### src/rtl/timer_arbiter.sv
// timer_arbiter: one shared millisecond countdown timer, handed out round-robin to NUM_REQ
// requesters. An internal prescaler turns the system clock into a tick. The granted
// requester's duration is counted down in ticks, and then that requester gets a one-cycle
// done pulse.
//
// Optional build macro: TIMER_ARBITER_ABORT_EN. When it is defined, the owner dropping its
// request during RUN aborts the run with no done pulse. When it is undefined, a request
// drop during RUN is ignored.
//
// Ports:
//   clk    in   system clock (1 MHz nominal); everything changes on the rising edge
//   reset  in   synchronous, active-high reset
//   req    in   [NUM_REQ] request levels, held until done
//   dur    in   [NUM_REQ*DUR_W] packed durations in ticks; requester i uses [i*DUR_W +: DUR_W]
//   grant  out  [NUM_REQ] one-hot grant (registered)
//   done   out  [NUM_REQ] one-cycle completion pulse to the owner (registered)
//   busy   out  timer owned (RUN state)
//   tick   out  one-cycle pulse after each prescaler wrap, only while running
module timer_arbiter #(
  parameter int unsigned NUM_REQ  = 4,
  parameter int unsigned PRESCALE = 1000,
  parameter int unsigned DUR_W    = 16
) (
  input  logic                     clk,
  input  logic                     reset,
  input  logic [NUM_REQ-1:0]       req,
  input  logic [NUM_REQ*DUR_W-1:0] dur,
  output logic [NUM_REQ-1:0]       grant,
  output logic [NUM_REQ-1:0]       done,
  output logic                     busy,
  output logic                     tick
);

  localparam int unsigned IdxW  = (NUM_REQ > 1) ? $clog2(NUM_REQ) : 1;
  localparam int unsigned CandW = IdxW + 1;
  localparam int unsigned PsW   = (PRESCALE > 1) ? $clog2(PRESCALE) : 1;

  typedef enum logic [1:0] {StIdle, StRun, StDone} state_t;

  state_t           state_q;
  logic [IdxW-1:0]  rr_ptr_q;
  logic [IdxW-1:0]  owner_q;
  logic [PsW-1:0]   ps_q;
  logic [DUR_W-1:0] remaining_q;

  // Round-robin pick: first set request at or after rr_ptr_q, wrapping.
  logic             win_valid;
  logic [IdxW-1:0]  win_idx;
  logic [CandW-1:0] cand;

  always_comb begin
    win_valid = 1'b0;
    win_idx   = '0;
    cand      = '0;
    for (int i = 0; i < NUM_REQ; i++) begin
      cand = {1'b0, rr_ptr_q} + CandW'(i);
      if (cand >= CandW'(NUM_REQ)) begin
        cand = cand - CandW'(NUM_REQ);
      end
      if (!win_valid && req[cand[IdxW-1:0]]) begin
        win_valid = 1'b1;
        win_idx   = cand[IdxW-1:0];
      end
    end
  end

  logic [NUM_REQ-1:0] win_oh;
  logic [DUR_W-1:0]   win_dur;

  always_comb begin
    win_oh  = '0;
    win_dur = '0;
    for (int i = 0; i < NUM_REQ; i++) begin
      if (win_idx == IdxW'(i)) begin
        win_oh[i] = 1'b1;
        win_dur   = dur[i*DUR_W +: DUR_W];
      end
    end
  end

  logic [IdxW-1:0] next_ptr;
  assign next_ptr = (owner_q == IdxW'(NUM_REQ - 1)) ? '0 : owner_q + 1'b1;

  always_ff @(posedge clk) begin
    if (reset) begin
      state_q     <= StIdle;
      rr_ptr_q    <= '0;
      owner_q     <= '0;
      ps_q        <= '0;
      remaining_q <= '0;
      grant       <= '0;
      done        <= '0;
      busy        <= 1'b0;
      tick        <= 1'b0;
    end else begin
      done <= '0;
      tick <= 1'b0;
      unique case (state_q)
        StIdle: begin
          if (win_valid) begin
            grant       <= win_oh;
            owner_q     <= win_idx;
            remaining_q <= win_dur;
            ps_q        <= '0;
            busy        <= 1'b1;
            state_q     <= StRun;
          end
        end
        StRun: begin
`ifdef TIMER_ARBITER_ABORT_EN
          // grant still holds the owner's one-hot, so this tests req[owner].
          if ((req & grant) == '0) begin
            grant    <= '0;
            busy     <= 1'b0;
            rr_ptr_q <= next_ptr;
            state_q  <= StIdle;
          end else
`endif
          if (remaining_q == '0) begin
            done    <= grant;
            grant   <= '0;
            busy    <= 1'b0;
            state_q <= StDone;
          end else if (ps_q == PsW'(PRESCALE - 1)) begin
            ps_q        <= '0;
            remaining_q <= remaining_q - 1'b1;
            tick        <= 1'b1;
          end else begin
            ps_q <= ps_q + 1'b1;
          end
        end
        StDone: begin
          rr_ptr_q <= next_ptr;
          state_q  <= StIdle;
        end
        default: state_q <= StIdle;
      endcase
    end
  end

endmodule

### config.mk
export PLATFORM = sky130hd
export DESIGN_NAME = timer_arbiter
export DESIGN_NICKNAME = d
export VERILOG_FILES = /design/src/rtl/timer_arbiter.sv
export SDC_FILE = /design/constraint.sdc
export NUM_CORES = 1
export LEC_CHECK = 0
export ABC_AREA = 1
export CAP_MARGIN = 5
export CORE_ASPECT_RATIO = 1.25
export CORE_MARGIN = 2
export CORE_UTILIZATION = 44
export DETAILED_ROUTE_END_ITERATION = 7
export PLACE_DENSITY_LB_ADDON = 0.1
export SLEW_MARGIN = 40
export SYNTH_ARGS = -nofsm -noshare
export SYNTH_HDL_FRONTEND = slang
export SYNTH_SLANG_ARGS = --single-unit
### constraint.sdc
create_clock -name clk -period 1.9 [get_ports clk]
set_clock_uncertainty 0.15 [all_clocks]
set_input_delay 0.57 -clock clk [delete_from_list [all_inputs] [get_ports clk]]
set_output_delay 0.57 -clock clk [all_outputs]
set_load 0.005 [all_outputs]
==> results of run 1 <==
==> cell usage after synthesis (2+ instances only) <==
| library cell | instances | share of area, % |
|---|---|---|
| nand2_1 | 116 | 15 |
| nor2_1 | 72 | 9.1 |
| inv_1 | 56 | 7.1 |
| a21oi_1 | 49 | 8.3 |
| dfxtp_1 | 42 | 28 |
| nand3_1 | 38 | 6.4 |
| o21ai_0 | 30 | 5.1 |
| nor3_1 | 11 | 1.9 |
| nand4_1 | 9 | 1.9 |
| nand2_2 | 8 | 1.7 |
| clkbuf_1 | 6 | 0.76 |
| inv_2 | 5 | 0.63 |
| nand3_2 | 5 | 1.7 |
| buf_4 | 4 | 1.0 |
| buf_6 | 4 | 1.5 |
| ha_1 | 4 | 1.7 |
| o21ai_1 | 4 | 0.67 |
| xor2_1 | 4 | 1.2 |
| clkinv_1 | 2 | 0.25 |
| nand2_4 | 2 | 0.76 |
| nor2_4 | 2 | 0.76 |
| nor3_2 | 2 | 0.67 |
| nor4_1 | 2 | 0.42 |
| o31ai_1 | 2 | 0.51 |
==> worst paths after layout <==
kind / start / end / slack [ps] / cells past startpoint
min: grant[1] / done[1] / 300 / 2
max reg2reg: rr_ptr_q[0] / remaining_q[7] / -400 / 15
max: rr_ptr_q[0] / remaining_q[7] / -400 / 15
min reg2reg: grant[1] / done[1] / 300 / 2
==> per-stage QoR <==
| stage | area (um2) | utilization, % | power, mW | worst slack (ps) | instances |
|---|---|---|---|---|---|
| after detailed placement | 4470 | 68.1 | 4.37 | -1060 | 712 |
| after floorplan | 3130 | - | 3.04 | -95.5 | 492 |
| after global placement | 4470 | 68.1 | 4.31 | -997 | 712 |
| final | 5280 | 80.4 | 6.05 | -396 | 744 |
| after CTS | 4980 | 75.9 | 5.58 | -262 | 735 |
| after global routing | 5280 | 80.4 | 6.44 | -475 | 744 |
==> routing by layer <==
| layer | vias to the layer above | wire length, um | track usage (%) | share of wire, % |
|---|---|---|---|---|
| met5 | - | 0 | 0 | 0 |
| met4 | 0 | 488 | 14.7 | 4.3 |
| met3 | 44 | 422 | 3.28 | 3.7 |
| met2 | 138 | 6270 | 56.2 | 56 |
| met1 | 1832 | 4110 | 28.3 | 36 |
| li1 | 1922 | - | - | - |
==> cell type report <==
class	count	area, um2	share of cell area, %
flip-flops and latches	42	856	16.2
inverters	64	315	5.97
multi-input cells	370	2260	42.8
well taps	87	109	2.06
clock inverters	3	43.8	0.829
repair buffers	173	1630	30.9
clock buffers	5	68.8	1.30
==> worst max-delay path: cells and delay by family (launching register included) <==
kind,cells,cell delay [ps]
and+or+nand+nor,9,1010
buffers and inverters,5,500
DFF,1,410
AOI/OAI and AO/OA,1,130
==> sequential cells by signal, indices dropped and copies added, names as in the netlist <==
register / cells
busy: 1
grant: 4
done: 4
ps_q: 10
owner_q: 2
tick: 1
state_q: 2
remaining_q: 16
rr_ptr_q: 2
==> power by group <==
part	total, mW	switching (mW)	internal, mW
Clock	0.741	0.347	0.394
Sequential	1.23	0.143	1.08
Combinational	4.08	2.19	1.89
Total	6.05	2.68	3.37
==> cells by family after synthesis <==
logic type,after synthesis
AO/OA/AOI/OAI,89
buffers and inverters,80
adder cells (fa/ha/maj),4
flip-flops,42
AND/OR/NAND/NOR,272
XOR/XNOR,5
==> repair_timing <==
| item | 4_1_cts | 5_1_grt |
|---|---|---|
| pin swaps | 17 | 27 |
| buffers inserted | 14 | 8 |
| resized for setup | 90 | 64 |
| hold endpoints to repair | 0 | 0 |
| cloned | 1 | 1 |
| setup endpoints to repair | 43 | 41 |
==> results by group, run 1 <==
Power and ir drop
  • Power density cells: approximately 1100 nW/um2
  • Peak supply drop: between 0.8 and 0.9 mV
  • Leakage: roughly 2.4 nW

STA
  • Actual slew at the worst max-slew pin: around 360 ps
  • RSZ-0062 raised after global routing: true
  • Final worst setup slack: -396 ps
  • Setup-failing EPs final: 38
  • WHS: 297 ps
  • Post-route minimum period: about 2300 ps
  • Fin crit share: 121%
  • Final Max Tran Viols: 0
  • Post-Route Setup TNS: -10480 ps
  • Max-slew headroom: 75.9%
  • Final Hold Violating Endpoints: 0
  • FMAX: ~440 MHz

Detailed routing
  • Via/cell ratio: roughly 5.3
  • Detail Route Antenna Nets: 0
  • # DRC: 0
  • Routed WL per cell: approximately 15 um
  • Initial drt markers: between 150 and 200
  • Vias post-DR: between 3k and 4k
  • Drt total wl: between 10000 and 15000 um
  • DRT Pass-1 Iters: 4

Synthesis
  • Async set-reset flop share out of synthesis: 0%
  • Cell count after synthesis: 492
  • XOR/XNOR share of the synthesized area: between 1 and 1.5%
  • Cell area after synthesis: a little under 3000 um2
  • Mux cell area share after synthesis: 0%
  • Syn_nets: around 570
  • Post-synthesis cell type count: 37
  • Seq/Total Area, Yosys: 28.3%
  • Post-synth EDFFs: 0
  • Synthesis Warnings: 0
  • Simple-gate share of the synthesized area: 41.2%
  • Compound-Gate Fraction of Synth Area: 15.5%
  • Avg Cell Area, Syn: 6.04 um2
  • Post-Synth Adder-Cell Area: under 10%
  • Largest family of logic cells by synthesized area: simple AND/OR/NAND/NOR gates
  • Post-synthesis register bit count: 42
  • Top FF cell, synth: dfxtp_1

Global routing
  • Vias in the first global route: roughly 3.8k
  • Largest net degree at the start of global routing: 21
  • Grt ovf: 0
  • Total GRT Usage: between 20% and 30%
  • Initial antenna violation count: 0
  • Global-route wire length before repair: approximately 17000 um

Clocking
  • Post-CTS Hold Buffers: 0
  • CTS H-tree depth: 2
  • Clock Sinks: 42
  • Max Root-Sink Buffers: 2
  • CTS tree: yes
  • Num CTS Buffers: 5
  • Root Driver: clkbuf_8
  • Clk_lat worst skew: about 310 ps
  • Clk slew on worst S/H paths: 90 ps

Cells and area
  • Fin nets: 730
  • Filler instances: approximately 450
  • Antenna diodes: 0
  • Share of layout cells above drive strength 1: approximately a third
  • Commonest non-fill, non-tap cell in the layout: nand2_1
  • Most frequent cells in the layout: 83 x nand2_1, 75 x buf_4, 73 x clkdlybuf4s50_1
  • P&R area growth vs syn: 77.8%

Die
  • Die H: between 90 and 100 um
  • Die Wd: 77.5 um
  • Initial core utilization: 45.2%
  • Core Rows: 33
  • Total core area: 6570 um2
  • Die area: between 7000 and 8000 um2
  • # IOs: 80

Critical path
  • Worst setup SP type: flip-flop
  • Critical Path AT: roughly 2400 ps
  • Crit-path max cell delay: 410 ps
  • Crit-path slowest cell: dfxtp_4
  • Data required time of the critical path: 1970 ps
  • Crit path max fanout: 6
  • Crit. End Element: flip-flop
  • CP Cell Sequence: buf_8 -> nand2_4 -> nand3_4 -> nand2_4 -> nor3_2 -> nand3b_1 -> nand2_1 -> inv_1 -> nand2_2 -> nand2_4 -> buf_4 -> o21ai_0 -> inv_1 -> nand2_1 -> inv_1
  • Crit Path Class: flip-flop to flip-flop

Placement
  • RD Place Congestion: approximately 0.90
  • IO Port Bufs: 79
  • Post-DP HPWL: between 7000 and 8000 um

Run
  • Max cap viols: 0

Status
  • Failing checks: setup timing
  • Status: complete, but fails checks

Hold path
  • Hold Crit Class: flip-flop to flip-flop
No activity file was read; power rests on OpenSTA's default activity.
==> run 2: changes to the inputs <==
--- a/config.mk
+++ b/config.mk
@@ -9,7 +9,7 @@
 export CAP_MARGIN = 5
 export CORE_ASPECT_RATIO = 1.25
 export CORE_MARGIN = 2
-export CORE_UTILIZATION = 44
+export CORE_UTILIZATION = 49
 export DETAILED_ROUTE_END_ITERATION = 7
 export PLACE_DENSITY_LB_ADDON = 0.1
 export SLEW_MARGIN = 40
==> constraint.sdc (replaced) <==
create_clock -name clk -period 2.6 [get_ports clk]
set_clock_uncertainty 0.15 [all_clocks]
set_input_delay 0.78 -clock clk [delete_from_list [all_inputs] [get_ports clk]]
set_output_delay 0.78 -clock clk [all_outputs]
set_load 0.005 [all_outputs]
==> run 2 against run 1 <==
Against the previous run: the flow now finishes without violations; clock-buffer cell count did not move; global-route usage shrank 0.58 points; non-clock buffer count is 55 lower; sequential cell count stayed put; largest power group unchanged; worst hold slack improved by 5.3 ps; combinational power shrank 50%; wire length decreased by 22%; first-iteration DRC count grew 33%; die area shrank 9.7%; design area shrank 18%.
==> results by group, run 2 (synthesized netlist as in run 1, its figures left out) <==
Status
  • Status: finished, final reports clean

Die
  • Die area: about 6700 um2
  • Die H: roughly 90 um
  • Die Wd: ~74 um
  • Core Rows: 31
  • Total core area: 5820 um2
  • # IOs: 80
  • Initial core utilization: about half

Detailed routing
  • Vias post-DR: approximately 3.6k
  • DRT Pass-1 Iters: 5
  • Drt total wl: around 8800 um
  • Via/cell ratio: 5.35
  • Routed WL per cell: approximately 13 um
  • # DRC: 0
  • Detail Route Antenna Nets: 0
  • Initial drt markers: 235

Cells and area
  • Filler instances: between 500 and 600
  • Register area: ~840 um2
  • Multi-input logic area: ~1900 um2
  • Share of layout cells above drive strength 1: about 17%
  • Max reg flops: 16
  • Antenna diodes: 0
  • Largest registers: remaining_q x16, ps_q x10
  • Commonest non-fill, non-tap cell in the layout: nand2_1
  • P&R area growth vs syn: 45.7%
  • Fin nets: 675
  • Non-filler instance count after layout: approximately 670
  • Most frequent cells in the layout: 107 x nand2_1, 75 x clkdlybuf4s50_1, 68 x nor2_1
  • Top reg by flops: remaining_q

Critical path
  • Crit Path Class: input pin to flip-flop
  • Critical Path AT: 2440 ps
  • Crit path from: req[2]
  • Crit. End Element: flip-flop
  • Worst setup SP type: input pin
  • Worst R2R End: remaining_q[15]
  • Crit path max fanout: 7
  • Data required time of the critical path: 2680 ps
  • R2r setup slk: about 320 ps
  • Worst r2r path cells: 15
  • Reg-to-reg startpoint: rr_ptr_q[1]

Clocking
  • Clk_lat worst skew: ~300 ps
  • Clk slew on worst S/H paths: 90 ps
  • Root Driver: clkbuf_8
  • Clock Sinks: between 40 and 50
  • CTS tree: yes
  • CTS H-tree depth: 2
  • Num CTS Buffers: 5
  • Max Root-Sink Buffers: 2

Hold path
  • Hold Crit Class: flip-flop to flip-flop
  • Hold path startpoint: grant[0]
  • Hold depth: 2
  • Hold Path End: done[0]

STA
  • Actual slew at the worst max-slew pin: roughly 500 ps
  • Fin crit share: a little over 90%
  • Max-slew headroom: 66.9%
  • FMAX: between 400 and 500 MHz
  • Setup-failing EPs final: 0
  • RSZ-0062 raised after global routing: false
  • WHS: between 300 and 400 ps
  • Final Hold Violating Endpoints: 0
  • Post-Route Setup TNS: 0 ps
  • Post-route minimum period: around 2400 ps
  • Final Max Tran Viols: 0

Placement
  • RD Place Congestion: 0.929
  • Placed cell count: roughly 650
  • IO Port Bufs: between 70 and 80
  • Post-DP HPWL: about 6600 um

Power and ir drop
  • Power density cells: approximately 800 nW/um2
  • Peak supply drop: about 0.5 mV
  • Total Power: ~3.5 mW
  • Leakage: around 2 nW

Global routing
  • Global-route wire length before repair: 14800 um
  • Total GRT Usage: between 20% and 30%
  • Largest net degree at the start of global routing: 19
  • Initial antenna violation count: 0
  • Vias in the first global route: approximately 3.5k
  • Grt ovf: 0

Run
  • Max cap viols: 0
run 2: worst max-delay path, cell delays in order:
cell	delay (ps)
dlymetal6s2s_1	140
inv_2	60
nand2_2	70
nand3_2	110
nand2_4	80
nor2_4	170
nand3_4	120
nand2_4	110
nand2_8	90
nor2_4	210
buf_4	150
nand2_1	40
nand4_1	120
nand2_1	80
a21oi_2	110
run 2: worst max-delay path by stage:
stage / endpoint / slack (ps)
global route: remaining_q[1] / 120
CTS: remaining_q[4] / 3
detailed placement: remaining_q[0] / -410
finish: remaining_q[15] / 250
floorplan: remaining_q[7] / 330
global placement: remaining_q[2] / -350
run 2: timing repair:
item | CTS | global route
setup endpoints to repair | 17 | 31
hold endpoints to repair | 0 | 0
hold buffers | 0 | 0
gates resized for setup | 18 | 29
cloned | 0 | 0
pin swaps | 8 | 13
setup buffers | 5 | 3
run 2: layout make-up:
cell class / count / share of cell area (%)
timing repair buffer: 118 / 26.4
clock inverter: 3 / 1.01
clock buffer: 5 / 1.59
sequential: 42 / 19.4
tap: 66 / 1.91
multi-input combinational: 370 / 43.9
inverter: 64 / 5.78
run 2: power by group:
part / switching [mW] / internal, mW
combinational: 1.17 / 0.853
sequential: 0.145 / 0.787
clock: 0.243 / 0.288
run 2: per-stage QoR:
stage | instance area, um2 | utilization (%) | setup WS, ps
finish | 4330 | 74.4 | 248
global route | 4330 | 74.4 | 120
detailed placement | 4010 | 68.9 | -407
floorplan | 2970 | - | 332
global placement | 4010 | 68.9 | -348
CTS | 4210 | 72.4 | 2.65
run 2: routing by layer:
layer | vias up | share of wire [%] | wire [um] | global-route usage [%]
li1 | 1810 | - | - | -
met1 | 1604 | 39 | 3430 | 30.7
met2 | 121 | 52 | 4550 | 48.1
met3 | 37 | 4.3 | 373 | 4.11
met4 | 0 | 4.8 | 417 | 15.3
met5 | - | 0 | 0 | 0
